<file path="src/rtl/adder_pkg.sv">
`default_nettype none
// ============================================================================
// Module      : adder_pkg
// Description : Shared constants and elaboration helpers for the segmented
//               pipelined adder/subtractor (stage count, width legality).
// Revision    : 1.0 - initial release
// ============================================================================
package adder_pkg;

    localparam int unsigned DEF_WIDTH = 32;
    localparam int unsigned DEF_SEG_W = 16;

    // Number of pipeline stages; clamped to 1 so illegal settings still
    // elaborate far enough for the width check to report them.
    function automatic int unsigned stages_f(input int unsigned width,
                                             input int unsigned seg_w);
        int unsigned n;
        n = (seg_w == 0) ? 1 : (width / seg_w);
        return (n == 0) ? 1 : n;
    endfunction

    // True when the operand splits into a whole number of segments.
    function automatic bit width_ok(input int unsigned width,
                                    input int unsigned seg_w);
        return (seg_w != 0) && (width >= seg_w) && ((width % seg_w) == 0);
    endfunction

endpackage

`ifndef ADDER_WIDTH_CHECK
`define ADDER_WIDTH_CHECK(W, S) \
    if (!adder_pkg::width_ok((W), (S))) begin : g_width_check \
        $error("adder_pipe: WIDTH must be a non-zero multiple of SEG_W"); \
    end
`endif
`default_nettype wire

</file>
<file path="src/rtl/adder_seg.sv">
`default_nettype none
// ============================================================================
// Module      : adder_seg
// Description : Combinational SEG_W-bit adder slice. Returns the segment sum,
//               the carry out of the slice and the carry into its MSB.
// Revision    : 1.0 - initial release
// ============================================================================
module adder_seg #(
    parameter int unsigned SEG_W = 16
) (
    input  logic [SEG_W-1:0] a_i,
    input  logic [SEG_W-1:0] b_i,
    input  logic             c_i,
    output logic [SEG_W-1:0] sum_o,
    output logic             c_msb_o,
    output logic             cout_o
);

    logic [SEG_W:0] w_full;

    // One extra bit catches the carry out of the slice.
    assign w_full = {1'b0, a_i} + {1'b0, b_i} + {{SEG_W{1'b0}}, c_i};

    assign sum_o   = w_full[SEG_W-1:0];
    assign cout_o  = w_full[SEG_W];
    // The MSB sum bit is a ^ b ^ carry_in, so the carry into it falls out
    // directly; this also works for a 1-bit slice.
    assign c_msb_o = w_full[SEG_W-1] ^ a_i[SEG_W-1] ^ b_i[SEG_W-1];

endmodule
`default_nettype wire

</file>
<file path="src/rtl/adder_pipe.sv">
`default_nettype none
// ============================================================================
// Module      : adder_pipe
// Description : Pipelined ripple-carry adder/subtractor. One SEG_W segment is
//               resolved per stage with the carry registered in between.
//               Unfinished operand bits travel down a shift register (skew)
//               and finished sum segments shift in from the top (deskew), so
//               the full result lines up at the last stage. valid/ready
//               handshake on both sides with a global stall.
// Revision    : 1.0 - initial release
// ============================================================================
module adder_pipe
    import adder_pkg::*;
#(
    parameter int unsigned WIDTH = DEF_WIDTH,
    parameter int unsigned SEG_W = DEF_SEG_W
) (
    input  logic             clk,
    input  logic             rst_n,
    input  logic             din_valid,
    output logic             din_ready,
    input  logic [WIDTH-1:0] din_one,
    input  logic [WIDTH-1:0] din_two,
    input  logic             cin,
    input  logic             sub,
    output logic             dout_valid,
    input  logic             dout_ready,
    output logic [WIDTH-1:0] sum,
    output logic             cout,
    output logic             ovf
);

    localparam int unsigned STAGES = stages_f(WIDTH, SEG_W);

    `ADDER_WIDTH_CHECK(WIDTH, SEG_W)

    // Per-stage pipeline registers; index k holds the state after stage k.
    logic             valid_q [STAGES];
    logic             carry_q [STAGES];
    logic             ovf_q   [STAGES];
    logic [WIDTH-1:0] opa_q   [STAGES];
    logic [WIDTH-1:0] opb_q   [STAGES];
    logic [WIDTH-1:0] sum_q   [STAGES];

    logic adv;

    // The whole pipe moves unless a finished result is being refused.
    assign adv       = !(valid_q[STAGES-1] && !dout_ready);
    assign din_ready = adv;

    genvar k;
    generate
        for (k = 0; k < STAGES; k++) begin : g_stage
            logic [WIDTH-1:0] a_in;
            logic [WIDTH-1:0] b_in;
            logic [WIDTH-1:0] s_in;
            logic             c_in;
            logic             v_in;
            logic [SEG_W-1:0] seg_sum;
            logic             seg_cout;
            logic             seg_cmsb;
            logic [WIDTH-1:0] seg_ext;
            logic [WIDTH-1:0] opa_d;
            logic [WIDTH-1:0] opb_d;
            logic [WIDTH-1:0] sum_d;
            logic             ovf_d;

            if (k == 0) begin : g_src_in
                // Stage 0 sees the raw operands; B is inverted up front for
                // subtraction and the +1 enters as the initial carry.
                assign a_in = din_one;
                assign b_in = sub ? ~din_two : din_two;
                assign c_in = sub ? 1'b1 : cin;
                assign v_in = din_valid;
                assign s_in = '0;
            end else begin : g_src_pipe
                assign a_in = opa_q[k-1];
                assign b_in = opb_q[k-1];
                assign c_in = carry_q[k-1];
                assign v_in = valid_q[k-1];
                assign s_in = sum_q[k-1];
            end

            adder_seg #(
                .SEG_W (SEG_W)
            ) u_seg (
                .a_i     (a_in[SEG_W-1:0]),
                .b_i     (b_in[SEG_W-1:0]),
                .c_i     (c_in),
                .sum_o   (seg_sum),
                .c_msb_o (seg_cmsb),
                .cout_o  (seg_cout)
            );

            // Next segment moves to the bottom of the skew registers; the new
            // sum segment enters at the top of the deskew register.
            assign seg_ext = WIDTH'(seg_sum);
            assign opa_d   = a_in >> SEG_W;
            assign opb_d   = b_in >> SEG_W;
            assign sum_d   = (s_in >> SEG_W) | (seg_ext << (WIDTH - SEG_W));
            assign ovf_d   = seg_cout ^ seg_cmsb;

            // Stage register: cleared on reset, frozen while stalled.
            always_ff @(posedge clk or negedge rst_n) begin
                if (!rst_n) begin
                    valid_q[k] <= 1'b0;
                    carry_q[k] <= 1'b0;
                    ovf_q[k]   <= 1'b0;
                    opa_q[k]   <= '0;
                    opb_q[k]   <= '0;
                    sum_q[k]   <= '0;
                end else if (adv) begin
                    valid_q[k] <= v_in;
                    carry_q[k] <= seg_cout;
                    ovf_q[k]   <= ovf_d;
                    opa_q[k]   <= opa_d;
                    opb_q[k]   <= opb_d;
                    sum_q[k]   <= sum_d;
                end
            end
        end
    endgenerate

    assign dout_valid = valid_q[STAGES-1];
    assign sum        = sum_q[STAGES-1];
    assign cout       = carry_q[STAGES-1];
    assign ovf        = ovf_q[STAGES-1];

endmodule
`default_nettype wire

</file>
<file path="config.mk">
export PLATFORM = sky130hd
export DESIGN_NAME = adder_pipe
export DESIGN_NICKNAME = d
export VERILOG_FILES = /design/src/rtl/adder_pkg.sv /design/src/rtl/adder_seg.sv /design/src/rtl/adder_pipe.sv
export SDC_FILE = /design/constraint.sdc
export NUM_CORES = 1
export LEC_CHECK = 0
export CAP_MARGIN = 20
export CORE_MARGIN = 1
export CORE_UTILIZATION = 46
export DETAILED_ROUTE_END_ITERATION = 12
export MAX_ROUTING_LAYER = met4
export PLACE_DENSITY = 0.77
export SETUP_SLACK_MARGIN = 0.3
export SYNTH_ARGS = -nofsm -noshare
export SYNTH_HDL_FRONTEND = slang
export SYNTH_SLANG_ARGS = --single-unit
</file>
<file path="constraint.sdc">
create_clock -name clk -period 2.28 [get_ports clk]
set_input_delay 0.228 -clock clk [delete_from_list [all_inputs] [get_ports clk]]
set_output_delay 0.228 -clock clk [all_outputs]
set_load 0.03 [all_outputs]
</file>
Word-level counts from Yosys, hierarchy flattened
Index checks and enable logic that the tools add are counted.
{"block": "totals", "rom_bits": 0, "inputBits": 70, "n_memories": 0, "reg_bits": 85, "elab_cells": 23, "out_inout_bits": 36, "latchBits": 0, "ramBits": 0}
{"block": "classes", "multipliers": 0, "n_eq_ne": 0, "div": 0, "reduce_logical": 3, "n_lt_le_gt_ge": 0, "shift": 0, "muxes": 2, "bitwise": 5, "addsub": 4}
{"cell": "adder 16 x 16 -> 17 bit", "count": 2}
{"cell": "adder 17 x 1 -> 17 bit", "count": 2}
{"cell": "two-way mux 32 bit", "count": 1}
{"cell": "inverter 32 bit", "count": 1}
{"cell": "OR 16 x 32 -> 32 bit", "count": 1}
{"cell": "bitwise XOR 1 bit", "count": 3}
{"cell": "logical NOT 1 bit", "count": 2}
{"cell": "logical AND 1 bit", "count": 1}
{"cell": "two-way mux 1 bit", "count": 1}

Longest topological paths before layout
{"block": "logic_depth", "ltp_word": 5, "mapped_depth": 14, "depth_no_buf": 12}

Modules after synthesis
Synthesis repeated with hierarchy kept, for this count alone.
{"block": "hier_totals", "hier_cells": 404, "hier_area_um2": 5163.7}
{"module": "adder_pipe", "cells_per_inst": 219, "n_inst": 1, "seq_area_each_um2": 2127.0, "area_each_um2": 3656.0}
{"module": "adder_seg at g_stage[1].u_seg", "cells_per_inst": 91, "n_inst": 1, "seq_area_each_um2": 0.0, "area_each_um2": 755.7}
{"module": "adder_seg at g_stage[0].u_seg", "cells_per_inst": 94, "n_inst": 1, "seq_area_each_um2": 0.0, "area_each_um2": 752.0}

Worst setup path after synthesis
No wires, ideal clock.
{"block": "synth_path", "kind": "input to register", "start": "in sub", "end": "reg sum_q (netlist bit g_stage[1].s_in[28])", "setup_slack_ns": -0.684, "setup_ns": 0.095, "stages": 14, "required_time_ns": 2.185, "path_buffers": 2, "t_arrival_ns": 2.868, "cell_sequence": "clkbuf_1 > clkbuf_1 > xor2_1 > fa_1 > inv_1 > fa_1 > nor2b_1 > o21ai_1 > a21boi_2 > o22ai_2 > o21ai_2 > a21o_1 > o21ba_1 > o31ai_1"}
{"block": "synth_between", "elab_chain_len": 3, "word_cells_on_any_way": 4, "classes_between": "2 x add/sub; 2 x mux"}
{"element": "start: declaration", "line_no": "adder_pipe.sv:25", "rtl": "input logic sub,"}
{"element": "two-way mux 32 bit", "line_no": "adder_pipe.sv:72", "rtl": "assign b_in = sub ? ~din_two : din_two;"}
{"element": "adder 16 x 16 -> 17 bit", "line_no": "adder_seg.sv:22", "rtl": "assign w_full = {1'b0, a_i} + {1'b0, b_i} + {{SEG_W{1'b0}}, c_i};"}
{"element": "adder 17 x 1 -> 17 bit *", "line_no": "adder_seg.sv:22"}
{"element": "end signal: indexed assignment", "line_no": "adder_pipe.sv:118", "rtl": "sum_q[k] <= sum_d;"}
{"element": "end: declaration", "line_no": "adder_pipe.sv:43", "rtl": "logic [WIDTH-1:0] sum_q [STAGES];"}
Every way passes the cells marked *; elsewhere a longest branch is shown, timed or not.
A chain may end at the register's enable or synchronous reset.

Worst setup path in the final report
{"block": "layout_path", "start": "reg opa_q (netlist bit g_stage[1].a_in[0])", "end": "reg sum_q (netlist bit sum[28])"}
{"block": "layout_between", "elab_chain_len": 3}
{"element": "start: declaration", "line_no": "adder_pipe.sv:41", "rtl": "logic [WIDTH-1:0] opa_q [STAGES];"}
{"element": "start signal: indexed assignment", "line_no": "adder_pipe.sv:116", "rtl": "opa_q[k] <= opa_d;"}
{"element": "adder 16 x 16 -> 17 bit", "line_no": "adder_seg.sv:22"}
{"element": "adder 17 x 1 -> 17 bit", "line_no": "adder_seg.sv:22"}
{"element": "OR 16 x 32 -> 32 bit", "line_no": "adder_pipe.sv:100", "rtl": "assign sum_d = (s_in >> SEG_W) | (seg_ext << (WIDTH - SEG_W));"}
Every way passes these cells.

==> flow_summary_export.csv <==
group,metric,value,unit
status,run_status,"complete, but fails checks",
status,failed_checks,"setup timing",
clock_network,cts.sink_count,85,
floorplanning,top_level_ports,106,
routing,drt-vias-per-instance,5.19,
global_routing,antenna_found_initial,0,
power_and_ir_drop,p_leak,3.08,nW
global_routing,grt_start_max_net_pins,102,
floorplanning,rows,36,
sta,finalCriticalPeriod,2.47,ns
worst_setup_path,cp-startpoint,"g_stage[1].a_in[0]$_DFFE_PN0N_",
worst_setup_path,start_kind,"register",
routing,route.final.wire_length,11700,microns
synth,synth_seq_area_share,0.443,
worst_setup_path,end_kind,"register",
worst_setup_path,timing.reg2reg.worst_path_depth,11,
clock_network,tritoncts,"yes",
worst_setup_path,r2r-end,"sum[28]$_DFFE_PN0N_",
routing,route.detailed.wl_per_inst,14.4,microns
clock_network,clock_tree.htree_level_count,3,
synth,yosysUniqueCellTypes,55,
global_routing,globalRoute.totalOverflow,0,
synth,synth_largest_area_cell,"dfrtp_1",
synth,post_synth_instance_area,4810,sq um
sta,fin_tns_setup,-0.977,ns
floorplanning,initial_core_util,0.483,
worst_setup_path,crit_path_max_fanout,3,
sta,timing.fmax,404,MHz
synth,synth-seq-cells,85,
job,maxCapViolCount,0,
worst_setup_path,critical_path_required,2.52,ns
sta,final_critical_path_setup_slack,-0.194,ns
clock_network,cts.root.buffer_cell,"clkbuf_8",
routing,detail_route.first_pass.iterations,4,
clock_network,clk_latency,0.37,ns
global_routing,grt_pass1_wl,19500,microns
sta,timing.final.hold_violations,0,
worst_setup_path,ff2ff_setup_slack,-0.19,ns
floorplanning,coreArea,9950,sq um
sta,maxSlewHeadroom,0.629,
floorplanning,fp.dieH,104,microns
synth,yosysWarnings,0,
worst_setup_path,cp_data_arrival_time,2.72,ns
place,post-place-cells,777,
finish,drive_above_1_share,0.172,
finish,stdcell_count,812,
hold_path,min-delay-path-class,"input pin to asynchronous set/reset pin",
power_and_ir_drop,total_power_consumption_of_the_routed_design,6.32,mW
clock_network,cts_max_path_buffers,2,
synth,synth_edf_count,0,
routing,dr.first_iter.drc_count,137,
finish,finalInstanceArea,6820,sq um
routing,num_vias,4212,
synth,synth.area.top_cells,"dfrtp_1 (44%), nand2_1 (12%), ha_1 (7.8%), xor2_1 (4.9%), xnor2_1 (4.4%)",
routing,post-route-drc-count,0,
synth,proportion_of_register_bits_with_asynchronous_set_or_reset_after_synthesis,1.00,
global_routing,first_global_vias,4318,
place,place.port_buffers,105,
synth,synth_nets,639,
global_routing,globalRouteTotalUtil,0.229,
finish,layout-area-overhead-vs-synth,41.8,%
floorplanning,die_x,104,microns
sta,tightestPinTransition,0.556,ns
routing,antenna_violating_nets_post_route,0,
sta,setup_viol_count_final,9,
finish,antenna_cells,0,
finish,final_cell_mix,"nand2_1 (150), clkdlybuf4s50_1 (94), dfrtp_1 (85)",
worst_setup_path,timing.setup.critical_path_class,"register to register",
finish,num-nets-final,778,
clock_network,worst_setup_hold_path_clk_slew,0.09,ns
sta,final.setup_skew,0.0129,ns
finish,most_common_library_cell_in_the_layout_ignoring_fill_and_taps,"nand2_1",
worst_setup_path,source_of_the_worst_register_to_register_timing_path,"g_stage[1].a_in[0]$_DFFE_PN0N_",
place,routability_congestion_estimate,0.841,
place,dpl.hpwl,8050,microns
synth,synth_flop_cell,"dfrtp_1",
finish,final_standard_cell_utilization_of_the_core,0.685,
synth,synth.avg_cell_area,8.98,sq um
power_and_ir_drop,power_density,928,nW/um^2
place,placed_area,6220,sq um
floorplanning,floorplan.die_area,10900,sq um
power_and_ir_drop,ir_drop,0.660,mV
sta,min_period_over_period,1.09,
clock_network,cts_made_buffers,9,
sta,report.final.slew_viol_count,0,
sta,rsz0062_at_grt,"yes",
synth,yosys.area.top_type_share,0.443,
synth,synthCells,535,
[state kept, by name, indices dropped and copies added (netlist names)]
signal	count
g_stage.a_in	16
ovf	1
g_stage.c_in	1
g_stage.s_in	16
g_stage.b_in	16
g_stage.v_in	1
sum	32
dout_valid	1
cout	1
[final cells by class]
type,instances,area [sq um]
multi-input cells,413,2820
flip-flops and latches,85,2130
clock buffers,11,131
well taps,133,166
fillers,791,3140
inverters,15,56.3
repair buffers,150,1460
clock inverters,5,60.1
[routing by layer]
metal,up-vias,part of all wire,global-route usage
met5,-,0,-
met4,0,0.012,0.0878
met3,11,0.037,0.0445
met2,95,0.53,0.394
met1,2026,0.43,0.265
li1,2080,-,-
[logic make-up (layout without fill, tap and decap cells)]
logic type	Yosys count	after routing	share of synthesized area
adder cells (fa/ha/maj)	34	34	0.0948
multiplexers	3	3	0.00651
AND/OR/NAND/NOR	202	202	0.177
XOR/XNOR	51	51	0.0929
AO/OA/AOI/OAI	123	123	0.158
flip-flops	85	85	0.443
buffers and inverters	37	181	0.0289
[cells in the mapped netlist (2+ instances only)]
library cell	instances
nor3_1	3
ha_1	30
fa_1	4
inv_1	14
o2111ai_1	2
a211oi_1	4
nor3b_1	2
or3_1	2
nor2_1	22
a31o_2	2
o21ai_0	40
o21a_1	6
nor3_2	2
nor4_1	2
xor2_1	27
nor2b_1	4
a31oi_1	4
clkbuf_1	14
o211ai_1	2
dfrtp_1	85
xnor2_1	24
mux2i_1	2
buf_1	8
nand2b_1	5
o31ai_1	6
a21o_1	6
nand2_1	150
o21ai_1	5
a21oi_1	31
nand3_1	2
[stage by stage]
stage                     setup WS [ns]  hold WS, ns
after floorplan                  -0.325      -0.0676
after global placement           -0.556        0.253
after detailed placement         -0.664        0.257
after CTS                        -0.165        0.347
after global routing             -0.306        0.388
final                            -0.194        0.377
[worst max-delay path, stage by stage (launching register included)]
cell	delay, ns
dfrtp_1	0.41
fa_2	0.41
inv_2	0.07
fa_2	0.20
nor2b_2	0.05
o31a_1	0.28
o2111ai_4	0.25
a21boi_1	0.13
o21ai_1	0.20
nand2_1	0.10
xnor2_1	0.17
a21oi_1	0.09
[worst max path at each step]
stage	endpoint	cells past startpoint
after floorplan	g_stage[1].s_in[28]$_DFFE_PN0N_	14
after global routing	ovf$_DFFE_PN0N_	10
after CTS	sum[28]$_DFFE_PN0N_	11
after detailed placement	g_stage[1].s_in[28]$_DFFE_PN0N_	13
final	sum[28]$_DFFE_PN0N_	11
after global placement	g_stage[1].c_in$_DFFE_PN0N_	13
[power by group]
group | internal, mW | switching [mW] | total (mW)
Sequential | 1.93 | 0.255 | 2.19
Clock | 0.512 | 0.568 | 1.08
Combinational | 1.40 | 1.65 | 3.06
[repair_timing]
action | in CTS | in global routing
pin swaps | 36 | 27
endpoints found under the setup margin | 23 | 24
hold buffers | 1 | 0
buffers inserted | 12 | 6
endpoints found under the hold margin | 42 | 0
resized for setup | 42 | 27
Power figures use the tool's default switching activity.
